<file path="config.mk">
export PLATFORM = sky130hd
export DESIGN_NAME = multi_port_fifo_flat
export DESIGN_NICKNAME = d
export VERILOG_FILES = /design/src/rtl/multi_port_fifo_pkg.sv /design/src/rtl/multi_port_fifo_if.sv /design/src/rtl/multi_port_fifo_ptr_adv.sv /design/src/rtl/multi_port_fifo.sv /design/src/flat_wrapper.sv
export SDC_FILE = /design/constraint.sdc
export NUM_CORES = 1
export LEC_CHECK = 0
export ABC_CLOCK_PERIOD_IN_PS = 13600
export CORE_MARGIN = 4
export CORE_UTILIZATION = 60
export CTS_CLUSTER_SIZE = 14
export DETAILED_ROUTE_END_ITERATION = 10
export PLACE_DENSITY_LB_ADDON = 0.2
export SLEW_MARGIN = 20
export SYNTH_ARGS = -nofsm -noshare
export SYNTH_HDL_FRONTEND = slang
export SYNTH_SLANG_ARGS = --single-unit
</file>
<file path="constraint.sdc">
create_clock -name clk_i -period 13.6 [get_ports clk_i]
set_clock_uncertainty 0.1 [all_clocks]
set_input_delay 2.72 -clock clk_i [delete_from_list [all_inputs] [get_ports clk_i]]
set_output_delay 2.72 -clock clk_i [all_outputs]
set_load 0.005 [all_outputs]
</file>
<file path="src/rtl/multi_port_fifo_pkg.sv">
// Shared helpers for the multi-port FIFO: counter widths and modular pointer advance.
package fifo_pkg;

    // Bits needed to hold the values 0..n inclusive.
    function automatic int cnt_width(input int n);
        return $clog2(n + 1);
    endfunction

    // Advance a pointer by n (n <= depth) with wrap at depth; depth need not be a power of 2.
    function automatic int unsigned ptr_adv(input int unsigned ptr,
                                            input int unsigned n,
                                            input int unsigned depth);
        return (ptr + n >= depth) ? ptr + n - depth : ptr + n;
    endfunction

endpackage

</file>
<file path="src/rtl/multi_port_fifo_if.sv">
// Push/pop/status bundle for multi_port_fifo; the slave modport is the FIFO side.
interface multi_port_fifo_if
    import fifo_pkg::*;
#(
    parameter int WIDTH = 32,
    parameter int DEPTH = 16,
    parameter int NW    = 2,
    parameter int NR    = 2
);
    localparam int PCW = cnt_width(NW);
    localparam int RCW = cnt_width(NR);
    localparam int CW  = cnt_width(DEPTH);

    logic                  flush_i;
    logic [PCW-1:0]        push_cnt_i;
    logic [NW*WIDTH-1:0]   wdata_i;
    logic                  push_ok_o;
    logic [RCW-1:0]        pop_cnt_i;
    logic [NR*WIDTH-1:0]   rdata_o;
    logic [NR-1:0]         rvalid_o;
    logic [CW-1:0]         count_o;
    logic [CW-1:0]         free_o;
    logic                  empty_o;
    logic                  full_o;
    logic                  almost_full_o;
    logic                  almost_empty_o;
    logic                  err_o;

    modport master (
        output flush_i, push_cnt_i, wdata_i, pop_cnt_i,
        input  push_ok_o, rdata_o, rvalid_o, count_o, free_o,
               empty_o, full_o, almost_full_o, almost_empty_o, err_o
    );

    modport slave (
        input  flush_i, push_cnt_i, wdata_i, pop_cnt_i,
        output push_ok_o, rdata_o, rvalid_o, count_o, free_o,
               empty_o, full_o, almost_full_o, almost_empty_o, err_o
    );

endinterface

</file>
<file path="src/rtl/multi_port_fifo_ptr_adv.sv">
// Combinational modular pointer advance used for read/write pointers and lane addresses.
module fifo_ptr_adv
    import fifo_pkg::*;
#(
    parameter int DEPTH = 16,
    parameter int PW    = 4,
    parameter int NBW   = 5
) (
    input  logic [PW-1:0]  ptr,
    input  logic [NBW-1:0] n,
    output logic [PW-1:0]  nxt
);

    assign nxt = PW'(ptr_adv(32'(ptr), 32'(n), 32'(DEPTH)));

endmodule

</file>
<file path="src/rtl/multi_port_fifo.sv">
// Single-clock FIFO with up to NW all-or-nothing pushes and up to NR clamped pops per cycle.
// Heads are presented combinationally; pushed data becomes visible the following cycle.
module multi_port_fifo
    import fifo_pkg::*;
#(
    parameter int WIDTH  = 32,
    parameter int DEPTH  = 16,
    parameter int NW     = 2,
    parameter int NR     = 2,
    parameter int AF_LVL = DEPTH - NW,
    parameter int AE_LVL = NR
) (
    input  logic              clk_i,
    input  logic              rstn_i,
    multi_port_fifo_if.slave  bus
);

    localparam int PW  = (DEPTH > 1) ? $clog2(DEPTH) : 1;
    localparam int CW  = cnt_width(DEPTH);
    localparam int PCW = cnt_width(NW);
    localparam int RCW = cnt_width(NR);

    if (AF_LVL > DEPTH) begin : g_af_chk
        $error("AF_LVL must not exceed DEPTH");
    end
    if (AE_LVL >= DEPTH) begin : g_ae_chk
        $error("AE_LVL must be below DEPTH");
    end
    if (NW > DEPTH || NR > DEPTH || NW < 1 || NR < 1) begin : g_lane_chk
        $error("NW and NR must lie in 1..DEPTH");
    end
    if (DEPTH < 2) begin : g_depth_chk
        $error("DEPTH must be at least 2");
    end

    logic [WIDTH-1:0] mem [DEPTH];
    logic [PW-1:0]    rptr, wptr, rptr_nxt, wptr_nxt;
    logic [PW-1:0]    raddr [NR];
    logic [PW-1:0]    waddr [NW];
    logic [CW-1:0]    count, free, n_push, n_pop, count_next;
    logic             count_msb_unused;
    logic             push_ok, push_rej, over_pop, err;

    // Space is judged on the pre-pop count, so same-cycle pops never make room for a push.
    assign free     = CW'(DEPTH) - count;
    assign push_ok  = (CW'(bus.push_cnt_i) <= free) && !bus.flush_i;
    assign push_rej = !push_ok && !bus.flush_i;
    assign over_pop = CW'(bus.pop_cnt_i) > count;
    assign n_pop    = over_pop ? count : CW'(bus.pop_cnt_i);
    assign n_push   = push_ok ? CW'(bus.push_cnt_i) : '0;

    // One spare bit absorbs the intermediate sum; the final value always fits in CW bits.
    assign {count_msb_unused, count_next} = {1'b0, count} + {1'b0, n_push} - {1'b0, n_pop};

    fifo_ptr_adv #(.DEPTH(DEPTH), .PW(PW), .NBW(CW)) u_rptr_adv (
        .ptr(rptr), .n(n_pop), .nxt(rptr_nxt)
    );

    fifo_ptr_adv #(.DEPTH(DEPTH), .PW(PW), .NBW(CW)) u_wptr_adv (
        .ptr(wptr), .n(n_push), .nxt(wptr_nxt)
    );

    for (genvar r = 0; r < NR; r++) begin : g_rd
        fifo_ptr_adv #(.DEPTH(DEPTH), .PW(PW), .NBW(CW)) u_raddr (
            .ptr(rptr), .n(CW'(r)), .nxt(raddr[r])
        );
        assign bus.rdata_o[r*WIDTH +: WIDTH] = mem[raddr[r]];
        assign bus.rvalid_o[r]               = count > CW'(r);
    end

    for (genvar w = 0; w < NW; w++) begin : g_wr
        fifo_ptr_adv #(.DEPTH(DEPTH), .PW(PW), .NBW(CW)) u_waddr (
            .ptr(wptr), .n(CW'(w)), .nxt(waddr[w])
        );
    end

    // NOTE: sequential state uses non-blocking assignments so every flop samples pre-edge values.
    always_ff @(posedge clk_i or negedge rstn_i) begin
        if (!rstn_i) begin
            rptr  <= '0;
            wptr  <= '0;
            count <= '0;
            err   <= 1'b0;
        end else if (bus.flush_i) begin
            rptr  <= '0;
            wptr  <= '0;
            count <= '0;
        end else begin
            rptr  <= rptr_nxt;
            wptr  <= wptr_nxt;
            count <= count_next;
            if (push_rej || over_pop) begin
                err <= 1'b1;
            end
        end
    end

    // NOTE: storage is deliberately left unreset; rvalid_o qualifies every lane, so stale contents are harmless.
    always_ff @(posedge clk_i) begin
        for (int e = 0; e < DEPTH; e++) begin
            for (int k = 0; k < NW; k++) begin
                if (push_ok && (PCW'(k) < bus.push_cnt_i) && (waddr[k] == PW'(e))) begin
                    mem[e] <= bus.wdata_i[k*WIDTH +: WIDTH];
                end
            end
        end
    end

    assign bus.push_ok_o      = push_ok;
    assign bus.count_o        = count;
    assign bus.free_o         = free;
    assign bus.empty_o        = (count == '0);
    assign bus.full_o         = (count == CW'(DEPTH));
    assign bus.almost_full_o  = (count >= CW'(AF_LVL));
    assign bus.almost_empty_o = (count <= CW'(AE_LVL));
    assign bus.err_o          = err;

    // Pop-count width is fixed by the interface; referenced here so a mismatch shows up at elaboration.
    if ($bits(bus.pop_cnt_i) != RCW) begin : g_rcw_chk
        $error("pop_cnt_i width does not match NR");
    end

endmodule

</file>
<file path="src/flat_wrapper.sv">
// flat-port wrapper written by rule: the top's interface ports become plain ports
module multi_port_fifo_flat import fifo_pkg::*;
#(
    parameter int WIDTH  = 32,
    parameter int DEPTH  = 16,
    parameter int NW     = 2,
    parameter int NR     = 2,
    parameter int AF_LVL = DEPTH - NW,
    parameter int AE_LVL = NR
)
  (clk_i, rstn_i, bus_flush_i, bus_push_cnt_i, bus_wdata_i, bus_pop_cnt_i, bus_push_ok_o, bus_rdata_o, bus_rvalid_o, bus_count_o, bus_free_o, bus_empty_o, bus_full_o, bus_almost_full_o, bus_almost_empty_o, bus_err_o);
  multi_port_fifo_if #(.WIDTH(WIDTH), .DEPTH(DEPTH), .NW(NW), .NR(NR)) bus_i ();
  input  logic clk_i;
  input  logic rstn_i;
  input wire logic [$bits(bus_i.flush_i)-1:0] bus_flush_i;
  input wire logic [$bits(bus_i.push_cnt_i)-1:0] bus_push_cnt_i;
  input wire logic [$bits(bus_i.wdata_i)-1:0] bus_wdata_i;
  input wire logic [$bits(bus_i.pop_cnt_i)-1:0] bus_pop_cnt_i;
  output wire logic [$bits(bus_i.push_ok_o)-1:0] bus_push_ok_o;
  output wire logic [$bits(bus_i.rdata_o)-1:0] bus_rdata_o;
  output wire logic [$bits(bus_i.rvalid_o)-1:0] bus_rvalid_o;
  output wire logic [$bits(bus_i.count_o)-1:0] bus_count_o;
  output wire logic [$bits(bus_i.free_o)-1:0] bus_free_o;
  output wire logic [$bits(bus_i.empty_o)-1:0] bus_empty_o;
  output wire logic [$bits(bus_i.full_o)-1:0] bus_full_o;
  output wire logic [$bits(bus_i.almost_full_o)-1:0] bus_almost_full_o;
  output wire logic [$bits(bus_i.almost_empty_o)-1:0] bus_almost_empty_o;
  output wire logic [$bits(bus_i.err_o)-1:0] bus_err_o;
  assign bus_i.flush_i = bus_flush_i;
  assign bus_i.push_cnt_i = bus_push_cnt_i;
  assign bus_i.wdata_i = bus_wdata_i;
  assign bus_i.pop_cnt_i = bus_pop_cnt_i;
  assign bus_push_ok_o = bus_i.push_ok_o;
  assign bus_rdata_o = bus_i.rdata_o;
  assign bus_rvalid_o = bus_i.rvalid_o;
  assign bus_count_o = bus_i.count_o;
  assign bus_free_o = bus_i.free_o;
  assign bus_empty_o = bus_i.empty_o;
  assign bus_full_o = bus_i.full_o;
  assign bus_almost_full_o = bus_i.almost_full_o;
  assign bus_almost_empty_o = bus_i.almost_empty_o;
  assign bus_err_o = bus_i.err_o;
  multi_port_fifo #(.WIDTH(WIDTH), .DEPTH(DEPTH), .NW(NW), .NR(NR), .AF_LVL(AF_LVL), .AE_LVL(AE_LVL)) u_core (.clk_i(clk_i), .rstn_i(rstn_i), .bus(bus_i));
endmodule
</file>
==> summary.txt <==
Placement
  – Placer Congestion: 0.8003
  – Post-DP HPWL: 46.20 mm
  – Port-buffer cells: 152
  – Post-Place Worst Slack: 5275 ps
  – Placed instance area: 33110 um2

Worst setup path
  – Worst EP required: 10780 ps
  – Setup CP Type: in -> out
  – Arrival time at the worst endpoint: 5540 ps
  – CP Max Fanout: 19
  – Worst setup SP type: input port
  – Critical Path Sink Type: output pin

Drt
  – Wire length on met3: 9.223 mm
  – DRT Pass-1 Iters: 5
  – Routed met2 length: 42.58 mm
  – Vias: 18440
  – Drt total wl: 86.40 mm
  – DRC viols: 0
  – Highest Signal Layer: met5
  – Initial detailed-routing violation count: 2511
  – Vias per cell: 7.337
  – Drt wl/cell: 34.38 um
  – Antenna-violating nets left: 0
  – Wl on met1: 31.88 mm

Logic synthesis
  – Synth warn: 0
  – Largest cells by area after synthesis: edfxtp_1 (49%), mux4_2 (23%), mux2_2 (18%), clkbuf_1 (1.2%), dfrtp_1 (1.1%)
  – Post-Synthesis Cells: 1710
  – Synth unique cells: 46
  – Register bit total from synthesis: 526
  – Cell taking the most area after synthesis: edfxtp_1
  – Share of the synthesized area in the top cell type: 0.4943
  – Syn avg cell area: 18.19 um2
  – Synthesized cell area: 31100 um2
  – Syn_nets: 1805
  – Register area share after synthesis: 0.5056

Global routing
  – Global-route wire length before repair: 126.3 mm
  – Largest net degree at the start of global routing: 145
  – Initial antenna violation count: 4
  – GRT Overall Usage: 0.3090
  – GR Overflow Total: 0
  – Vias in the first global route: 18670

Power and ir drop
  – Internal Power: 4.432 mW
  – Logic pwr share: 0.457
  – Leakage power figure: 11.31 nW
  – Final Power: 6.515 mW
  – Register share of total power: 0.309
  – Share of total power in the clock network: 0.234
  – P_sw: 2.083 mW
  – Switching part of the total: 0.3197
  – Worst VDD drop: 0.1663 mV
  – Power Dens Cells: 186.5 nW/um2

STA
  – RSZ-0062 raised after global routing: false
  – Hold Fails Final Rpt: 0
  – Slew Limit Fails: 0
  – Rel. slew slack: 0.2498
  – Final setup violation count: 0
  – Crit path time final: 8359 ps
  – Final Cycle Share: 0.6147
  – Worst-margin pin slew: 1125 ps
  – Final setup margin: 5241 ps
  – Fin Hold WS: 379.7 ps
  – Fmax achieved: 119.6 MHz
  – Fin Setup TNS: 0 ps

Cells and area
  – Register Area: 15740 um2
  – Nets: 1881
  – Layout cell share with drive strength beyond 1: 0.5508
  – Area of the multi-input gates: 14480 um2
  – Commonest non-fill, non-tap cell in the layout: edfxtp_1
  – Most frequent cells in the layout: edfxtp_1 (512), mux2_2 (496), mux4_2 (320), clkdlybuf4s50_1 (152), buf_4 (58)
  – Finished Cell Area: 34940 um2
  – Fillers: 3377
  – Layout area overhead: 12.34%

Floorplanning
  – Die Span X: 235.7 um
  – FP Rows: 83
  – Die span in y: 235.7 um
  – Die ar.: 55540 um2
  – Core region area: 51300 um2
  – Initial core utilization: 0.6062
  – IO Count: 153

Clock tree
  – H-tree levels: 2
  – CTS root buffer: clkbuf_16
  – Postcts setup bufs: 0
  – CTS Buffer Depth: 3
  – Total CTS buffers: 57
  – Post-CTS sizing: 0
  – Clock slew at reported path FFs: 50 ps
  – Clk Latency, worst-skew pair: 600 ps
  – # hold bufs at CTS: 0
  – Clk sinks: 526
  – CTS tree: yes

Flow run
  – Max-Cap Viols: 0

Run status
  – Status: completed

Min path
  – Type of the most critical hold path: reg -> reg
-- routing by layer --
metal | vias to the layer above | global-route usage
met3 | 187 | 0.06607
met5 | - | 0
met4 | 4 | 0.09379
met2 | 1179 | 0.5011
li1 | 7335 | -
met1 | 9733 | 0.4289
-- power by group through the flow --
stage	sequential, mW	combinational, mW	clock (mW)
global route	2.02	3.14	1.61
detailed placement	2.04	2.97	0
floorplan	1.96	1.94	0
CTS	2.01	2.99	1.54
finish	2.01	2.98	1.53
global placement	2.04	2.94	0
-- logic make-up (layout without fill, tap and decap cells) --
kind of cell               count (synthesis)  count (layout)  synth area share
AOI/OAI and AO/OA                         52              52           0.01613
and+or+nand+nor                           55              55          0.009253
DFF                                      526             526            0.5056
adders and majority gates                 24              24           0.01062
buffers and inverters                    211             331           0.03717
xor gates and xnor gates                   9               9          0.002776
muxes                                    832             832            0.4183
other                                      1               4         0.0001206
-- final cells by class --
class,count,area share
repair buffers,213,0.05748
well taps,680,0.02435
inverters,15,0.001611
multi-input cells,973,0.4145
diodes,3,0.0002149
flip-flops and latches,526,0.4504
clock inverters,28,0.008093
clock buffers,75,0.04333
-- flip-flops by register name, summed over array words and instances (netlist names) --
register	count
u_core.wptr	4
u_core.mem	512
u_core.bus.count_o	5
u_core.bus.err_o	1
u_core.rptr	4
-- final timing paths --
path	slack, ps	endpoint	startpoint	cells past startpoint
min reg2reg	380	u_core.bus.err_o	u_core.bus.err_o	1
min	380	u_core.bus.err_o	u_core.bus.err_o	1
max	5240	bus_push_ok_o	bus_push_cnt_i[0]	9
min in group asynchronous	2440	u_core.rptr[1]	rstn_i	1
max reg2reg	8690	u_core.bus.count_o[4]	u_core.bus.count_o[0]	16
max in group asynchronous	10430	u_core.rptr[2]	rstn_i	1
-- synth_stat cells, drive strengths merged --
cell	count
o21bai	2
a21oi	4
and3	1
nand3	2
o31ai	1
nor3	12
inv	15
ha	20
edfxtp	512
nor3b	1
a21o	2
clkbuf	103
o2111ai	1
o211ai	7
o41ai	16
dfrtp	14
nor2b	12
nor2	14
nand2b	5
conb	1
buf	93
a21boi	1
fa	4
o221ai	1
o31a	1
nor4	1
xor2	4
or2	2
xnor2	5
o21a	3
o21ai	13
nand2	5
mux2	512
mux4	320
-- stage by stage --
stage               cells  utilization
CTS                  2509       0.6805
global placement     2406       0.6454
finish               2513       0.6811
detailed placement   2406       0.6454
global route         2512       0.6810
floorplan            1710            -
-- worst max-delay path, stage by stage --
cell,delay (ps)
clkdlybuf4s50_1,520
inv_1,80
ha_1,260
a21boi_0,340
o221ai_4,160
buf_4,300
nor2_4,580
nor2_1,100
clkdlybuf4s50_1,470
No activity file was read; power rests on OpenSTA's default activity.
